[src/rtl/non_restoring_divider_seq.sv]
// Sequential unsigned non-restoring divider: one quotient bit per clock through a
// shared add/subtract path, with a start/busy/done handshake and a divide-by-zero fast path.
module non_restoring_divider_seq #(
  parameter int WIDTH = 4,
  localparam int CNT_W = $clog2(WIDTH + 1)
) (
  input  logic             clk,
  input  logic             rst,
  input  logic             start,
  input  logic [WIDTH-1:0] X,
  input  logic [WIDTH-1:0] Y,
  output logic             busy,
  output logic             done,
  output logic [WIDTH-1:0] Q,
  output logic [WIDTH-1:0] R,
  output logic             dbz
);

  localparam logic [1:0] ST_IDLE = 2'd0;
  localparam logic [1:0] ST_ITER = 2'd1;
  localparam logic [1:0] ST_FIX  = 2'd2;

  logic [1:0]              state;
  logic signed [WIDTH:0]   acc;
  logic [WIDTH-1:0]        qs;
  logic [WIDTH-1:0]        div;
  logic [CNT_W-1:0]        cnt;
  logic signed [WIDTH:0]   div_ext;
  logic signed [WIDTH:0]   acc_next;
  logic signed [WIDTH:0]   acc_fix;

  // The shift drops the old sign bit; the result is still exact because the true
  // partial remainder always lies in [-D, D) and so fits WIDTH+1 bits after wrapping.
  function automatic logic signed [WIDTH:0] nr_step(input logic signed [WIDTH:0] a,
                                                   input logic                  msb,
                                                   input logic signed [WIDTH:0] d);
    logic signed [WIDTH:0] sh;
    sh = {a[WIDTH-1:0], msb};
    return a[WIDTH] ? (sh + d) : (sh - d);
  endfunction

  function automatic logic signed [WIDTH:0] fix_rem(input logic signed [WIDTH:0] a,
                                                   input logic signed [WIDTH:0] d);
    return a[WIDTH] ? (a + d) : a;
  endfunction

  assign div_ext  = {1'b0, div};
  assign acc_next = nr_step(acc, qs[WIDTH-1], div_ext);
  assign acc_fix  = fix_rem(acc, div_ext);
  assign busy     = (state != ST_IDLE);

  always_ff @(posedge clk) begin
    if (rst) begin
      state <= ST_IDLE;
      acc   <= '0;
      qs    <= '0;
      div   <= '0;
      cnt   <= '0;
      done  <= 1'b0;
      Q     <= '0;
      R     <= '0;
      dbz   <= 1'b0;
    end else begin
      done <= 1'b0;
      case (state)
        ST_IDLE: begin
          if (start) begin
            if (Y != '0) begin
              acc   <= '0;
              qs    <= X;
              div   <= Y;
              cnt   <= '0;
              state <= ST_ITER;
            end else begin
              Q    <= '1;
              R    <= X;
              dbz  <= 1'b1;
              done <= 1'b1;
            end
          end
        end
        ST_ITER: begin
          acc <= acc_next;
          qs  <= {qs[WIDTH-2:0], ~acc_next[WIDTH]};
          cnt <= cnt + CNT_W'(1);
          if (cnt == CNT_W'(WIDTH - 1)) state <= ST_FIX;
        end
        ST_FIX: begin
          acc   <= acc_fix;
          Q     <= qs;
          R     <= acc_fix[WIDTH-1:0];
          dbz   <= 1'b0;
          done  <= 1'b1;
          state <= ST_IDLE;
        end
        default: state <= ST_IDLE;
      endcase
    end
  end

endmodule

[config.mk]
export PLATFORM = sky130hd
export DESIGN_NAME = non_restoring_divider_seq
export DESIGN_NICKNAME = d
export VERILOG_FILES = /design/src/rtl/non_restoring_divider_seq.sv
export SDC_FILE = /design/constraint.sdc
export NUM_CORES = 1
export LEC_CHECK = 0
export CAP_MARGIN = 10
export CORE_AREA = 2 2 59 61
export CTS_CLUSTER_SIZE = 20
export DETAILED_ROUTE_END_ITERATION = 16
export DIE_AREA = 0 0 61 63
export PLACE_DENSITY = 0.81
export SYNTH_ARGS = -nofsm -noshare
export SYNTH_HDL_FRONTEND = slang
export SYNTH_SLANG_ARGS = --single-unit
[constraint.sdc]
create_clock -name clk -period 2.8 [get_ports clk]
set_input_delay 0.28 -clock clk [delete_from_list [all_inputs] [get_ports clk]]
set_output_delay 0.28 -clock clk [all_outputs]
set_load 0.01 [all_outputs]
==> run_results.csv, run 1 <==
group,metric,value,unit
run_status,outcome,"complete, no violations",
cts,clock-sinks,28,
placed_design,port-buffer-count,21,
synth,synth_top_family_by_area,"compound AO/OA/AOI/OAI gates",
cts,cts_resized,0,
cts,clock_path_buffers,2,
synth,yosys-top-cells-area,"dfxtp_1 (33%), ha_1 (11%), nor2_1 (5.8%)",
detailed_routing,vias_per_cell,5.46,
synth,yosys.area.top_type_share,33.3,%
global_route,grt.overflow.total,0,
cts,htree_num_levels,1,
floorplan,num_rows,21,
global_route,grt_usage,21.0,%
detailed_routing,dr_total_vias,1446,
floorplan,fp.dieArea,3840,um^2
sta,layout_min_cycle_time,2.24,ns
synth,yosys.area_share.simple,16.9,%
critical_path,critPathRequiredTime,3.06,ns
finish,instances_no_fill,265,
critical_path,rrSetupSlack,0.56,ns
sta,setup_tns,0,ns
detailed_routing,drc,0,
critical_path,worstPathArrival,2.50,ns
sta,relSlewSlack,58.7,%
floorplan,die_h,63,um
synth,ys_warn_count,0,
global_route,grt_pass1_vias,1346,
synth,syn_inst,200,
critical_path,critPathLaunchType,"flop",
synth,synth_compound_area_share,20.0,%
synth,synth_seq_area_share,33.3,%
synth,synthMuxAreaShare,6.76,%
floorplan,start_util,52.1,%
finish,area_delta_synth_final,17.9,%
power,power.leakage,0.763,nW
sta,finalClockSkew,0.00901,ns
placed_design,gp_congestion,0.843,
placed_design,place_inst,261,
synth,synth_fa_ha_area_share,13.5,%
finish,nets,248,
critical_path,crit_fanout,5,
sta,setup_viol,0,
synth,synthXorXnorAreaFrac,3.12,%
synth,avgSynthCellArea,8.42,um^2
cts,clk_pin_slew_worst_paths,0.16,ns
global_route,antenna_found_initial,0,
detailed_routing,wl,3.66,mm
sta,rsz0062_at_grt,"no",
detailed_routing,avgRoutedWirePerCell,13.8,um
global_route,grt_pass1_wl,6.18,mm
cts,cts_root_buffer,"clkbuf_4",
flow_run,maxCapViolations,0,
synth,synth_area_leader_cell,"dfxtp_1",
sta,worstMarginPinSlew,0.617,ns
cts,ctsHoldBuffers,0,
synth,ys_seq_elements,28,
floorplan,coreArea,3230,um^2
critical_path,end_kind,"flop",
cts,cts_buffers,3,
sta,fmaxAchievable,0.446,GHz
critical_path,worstSetupPathType,"flop to flop",
sta,finalCritPeriodShare,80.2,%
detailed_routing,drtAntennaViolNets,0,
power,power_density,444,nW/um^2
power,vdd_drop_max,0.228,mV
finish,num_antenna_cells,0,
synth,syn-num-nets,228,
detailed_routing,drtIter0Drc,67,
synth,yosysUniqueCellTypes,37,
cts,clk_latency,0.34,ns
cts,cts_setup_buffers,0,
hold_path,hp-class,"flop to flop",
synth,synthesis.area,1680,um^2
floorplan,die_w,61,um
detailed_routing,dr.pass1.iters,4,
sta,maxSlewViolCount,0,
sta,final_hold_viol_count,0,
placed_design,hpwl,2.82,mm
floorplan,io-pin-count,22,
finish,drive_gt1_share,5.48,%
cts,cts_tree,"yes",
power,total_power,0.881,mW
global_route,grt_max_degree,19,
Yosys cell counts:
cell type,count
a21boi_4,1
o21ai_0,5
o32ai_1,1
a311oi_1,7
and3_1,1
xor2_1,5
nor3_1,5
ha_1,15
a21o_4,1
a32oi_1,3
fa_1,2
nand3_1,8
clkbuf_1,6
o22ai_1,1
buf_1,1
a21oi_1,17
a311o_1,1
a2bb2oi_1,1
nor2_1,26
a211oi_1,5
dfxtp_1,28
inv_1,20
buf_4,1
o211ai_1,1
nor3b_1,1
nand2b_1,3
mux2i_1,8
mux2_2,3
a21o_1,1
a211o_1,1
xnor2_1,1
or4_4,1
nor2b_1,2
nand2_1,14
a21bo_1,1
nor4_1,1
nand4_1,1
critical path, stage by stage, from the launching register on:
cell and delay [ns]:
dfxtp_1 0.45, inv_1 0.10, ha_1 0.28, mux2_2 0.27, inv_1 0.08, fa_1 0.21, inv_1 0.05, a21o_1 0.14
a21oi_1 0.19, xor2_1 0.12, o32ai_1 0.27
sequential cells by signal, indices dropped and copies added, names as in the netlist:
| register | count |
|---|---|
| Q | 4 |
| R | 4 |
| acc | 5 |
| cnt | 3 |
| dbz | 1 |
| div | 4 |
| done | 1 |
| qs | 4 |
| state | 2 |
cell type report:
type,count,area [um^2]
well taps,46,57.6
inverters,20,75.1
clock inverters,1,30.0
repair buffers,23,225
clock buffers,3,22.5
flip-flops and latches,28,561
fillers,299,1250
multi-input cells,144,1010
per-stage QoR:
stage	utilization, %	hold slack (ns)	cell area [um^2]	setup WS (ns)
global route	61.4	0.538	1990	0.404
global placement	59.8	0.471	1930	0.623
floorplan	-	0.416	1680	0.738
CTS	61.4	0.495	1990	0.566
finish	61.4	0.493	1990	0.555
detailed placement	59.8	0.475	1930	0.596
final timing paths:
kind	start	end	cells after the start
worst max register to register	div[1]	acc[4]	10
worst min-delay path	qs[2]	Q[2]	2
worst max-delay path	div[1]	acc[4]	10
worst min register to register	qs[2]	Q[2]	2
kinds of logic after synthesis:
family          Yosys count
compound gates           47
buf+inv                  28
xor+xnor                  6
flops                    28
mux                      11
simple gates             63
fa+ha+maj                17
layout by cell type (no fill, tap or decap), types with 2 or more instances in the layout:
cell type and n:
o21ai_0 5, a32oi_1 3, nor2_1 26, nand2b_1 3, mux2_2 3, nand3_1 8, inv_1 20, nor3_1 5
a211oi_1 5, ha_1 15, clkdlybuf4s50_1 21, a311oi_1 7, a21oi_1 17, nand2_1 14, nor2b_1 2, mux2i_1 8
buf_4 2, fa_1 2, clkbuf_4 3, xor2_1 5, dfxtp_1 28
routing by layer:
| metal | up-vias | wire length [um] | track usage (%) | share of wire (%) |
|---|---|---|---|---|
| met4 | 0 | 63 | 9.24 | 1.7 |
| li1 | 737 | - | - | - |
| met3 | 7 | 239 | 3.52 | 6.5 |
| met5 | - | 0 | 0 | 0 |
| met1 | 648 | 1670 | 30.2 | 46 |
| met2 | 54 | 1690 | 30.2 | 46 |
power breakdown:
part | total [mW] | switching, mW | internal (mW) | leakage [nW]
logic | 0.177 | 0.0984 | 0.0785 | 0.508
clock network | 0.272 | 0.127 | 0.145 | 0.0279
registers | 0.432 | 0.0161 | 0.416 | 0.228
total | 0.881 | 0.242 | 0.639 | 0.763
No activity file was read; power rests on OpenSTA's default activity.
==> run 2: changes to the inputs <==
clock period = 2.13 ns   (was 2.8 ns; I/O delays follow)
==> run 2 against run 1 <==
  * Clock skew decreased by 0.0076 ns
  * Flip-flop and latch count unchanged
  * Sequential power increased by 31%
  * Count of clock-buffer cells in the layout unchanged
  * Setup slack got worse by 0.52 ns
  * Routed wire length increased by 13%
  * Final area increased by 7.1%
  * Power increased by 37%
==> run_results.csv, run 2 (synthesis results as in run 1) <==
group,metric,value,unit
finish,largest_register_ffs,5,
critical_path,ff2ff_path_depth,9,
hold_path,hold_start,"Y[0]",
critical_path,r2r-start,"div[1]",
detailed_routing,dr_total_vias,1559,
cts,clock-sinks,28,
finish,num_antenna_cells,0,
power,total_power,1.21,mW
global_route,grt_pass1_wl,6.83,mm
cts,cts_tree,"yes",
finish,drive_gt1_share,15.7,%
critical_path,worstSetupStartpoint,"div[1]",
sta,fin_ws,0.0386,ns
power,power.leakage,0.824,nW
detailed_routing,vias_per_cell,5.65,
finish,design_area,2130,um^2
power,power_density,567,nW/um^2
finish,mostFrequentLayoutCells,"nor2_1 (26), dfxtp_1 (25), clkdlybuf4s50_1 (21)",
hold_path,hold_path_end,"div[0]",
sta,finalClockSkew,0.00137,ns
detailed_routing,drtIter0Drc,61,
detailed_routing,wl,4.15,mm
sta,final_hold_viol_count,0,
finish,multi_input_area,1070,um^2
placed_design,place_inst,271,
sta,layout_min_cycle_time,2.09,ns
finish,fill_cells,272,
flow_run,maxCapViolations,0,
sta,fmaxAchievable,0.478,GHz
critical_path,r2r_end,"acc[3]",
finish,area_delta_synth_final,26.3,%
global_route,grt.overflow.total,0,
sta,maxSlewViolCount,0,
finish,regMostFlops,"acc",
cts,clk_latency,0.34,ns
floorplan,coreArea,3230,um^2
sta,worstMarginPinSlew,0.515,ns
sta,finalCritPeriodShare,98.2,%
cts,clk_pin_slew_worst_paths,0.16,ns
critical_path,path_common_cell,"a21oi_1",
critical_path,worstPathCellList,"inv_2, ha_4, nor2_1, xor2_1, ha_1, a21oi_1, nand4_1, a311o_1, a21oi_1",
detailed_routing,dr.pass1.iters,4,
sta,setup_viol,0,
finish,regArea,564,um^2
sta,relSlewSlack,65.5,%
power,vdd_drop_max,0.405,mV
critical_path,rrSetupSlack,0.04,ns
placed_design,placed_cell_area,2010,um^2
detailed_routing,avgRoutedWirePerCell,15.0,um
floorplan,start_util,52.1,%
cts,cts_root_buffer,"clkbuf_4",
placed_design,gp_congestion,0.897,
critical_path,slowest_delay,0.37,ns
critical_path,critPathLaunchType,"flop",
floorplan,die_w,61,um
hold_path,hp-class,"input port to flop",
placed_design,pre_cts_ws,-0.0104,ns
sta,setup_tns,0,ns
detailed_routing,drc,0,
floorplan,fp.dieArea,3840,um^2
global_route,grt_max_degree,17,
cts,clock_path_buffers,2,
critical_path,worstSetupPathType,"flop to flop",
critical_path,end_kind,"flop",
global_route,grt_pass1_vias,1471,
detailed_routing,drtAntennaViolNets,0,
critical_path,crit_fanout,4,
placed_design,hpwl,3.04,mm
critical_path,slowest_stage,"dfxtp_2",
critical_path,crit_family,"compound AO/OA/AOI/OAI gates",
finish,final_common_cell,"nor2_1",
placed_design,port-buffer-count,21,
critical_path,critPathRequiredTime,2.42,ns
cts,cts_buffers,3,
finish,nets,259,
cts,htree_num_levels,1,
floorplan,io-pin-count,22,
floorplan,num_rows,21,
floorplan,die_h,63,um
global_route,antenna_found_initial,0,
critical_path,worstPathArrival,2.38,ns
run_status,outcome,"complete, no violations",
critical_path,crit_buf_inv,1,
global_route,grt_usage,23.2,%
finish,instances_no_fill,276,
hold_path,holdPathStages,3,
==> run 2: what timing repair did <==
item | in CTS | in global routing
endpoints found under the setup margin | 0 | 3
setup buffers | 0 | 1
gates resized for setup | 0 | 14
hold buffers | 0 | 0
==> run 2: stage by stage <==
step | util [%] | hold slack (ns)
2_1_floorplan | - | 0.349
3_3_place_gp | 62.1 | 0.470
6_report | 65.8 | 0.468
4_1_cts | 63.8 | 0.473
5_1_grt | 65.8 | 0.492
3_5_place_dp | 62.1 | 0.475
==> run 2: worst min-delay path, cell delays in order <==
cell,delay [ns]
clkdlybuf4s50_1,0.44
nand2_1,0.08
a21oi_1,0.06
==> run 2: worst max path at each step <==
stage | depth (start not counted) | end
after detailed placement | 6 | qs[0]
after CTS | 8 | acc[3]
after floorplan | 7 | acc[3]
after global routing | 9 | R[2]
final | 9 | acc[3]
after global placement | 6 | qs[0]
==> run 2: layout make-up <==
type	instances	share of cell area, %
Clock inverter	1	1.41
Inverter	20	3.53
Timing Repair Buffer	34	14.5
Multi-Input combinational cell	144	50.3
Clock buffer	3	1.06
Tap cell	46	2.71
Sequential cell	28	26.5
==> run 2: metal layers <==
metal | GRT usage (%) | vias to the layer above | wire length [um] | share of wire (%)
met1 | 31.1 | 729 | 1850 | 44
met4 | 8.70 | 0 | 131 | 3.2
met2 | 37.1 | 54 | 1960 | 47
met3 | 3.11 | 12 | 209 | 5.0
met5 | 0 | - | 0 | 0
li1 | - | 764 | - | -
==> run 2: where the power goes <==
part           total [mW]  leakage, nW  switching, mW  internal (mW)
Sequential          0.567        0.229         0.0192          0.547
Clock               0.362       0.0279          0.172          0.191
Combinational       0.277        0.567          0.150          0.127
Total                1.21        0.824          0.341          0.865
==> run 3: changes to the inputs <==
SLEW_MARGIN = 15   (was default)
==> results of run 3 <==
The final DEF is identical to that of run 2; final timing and power are the same.
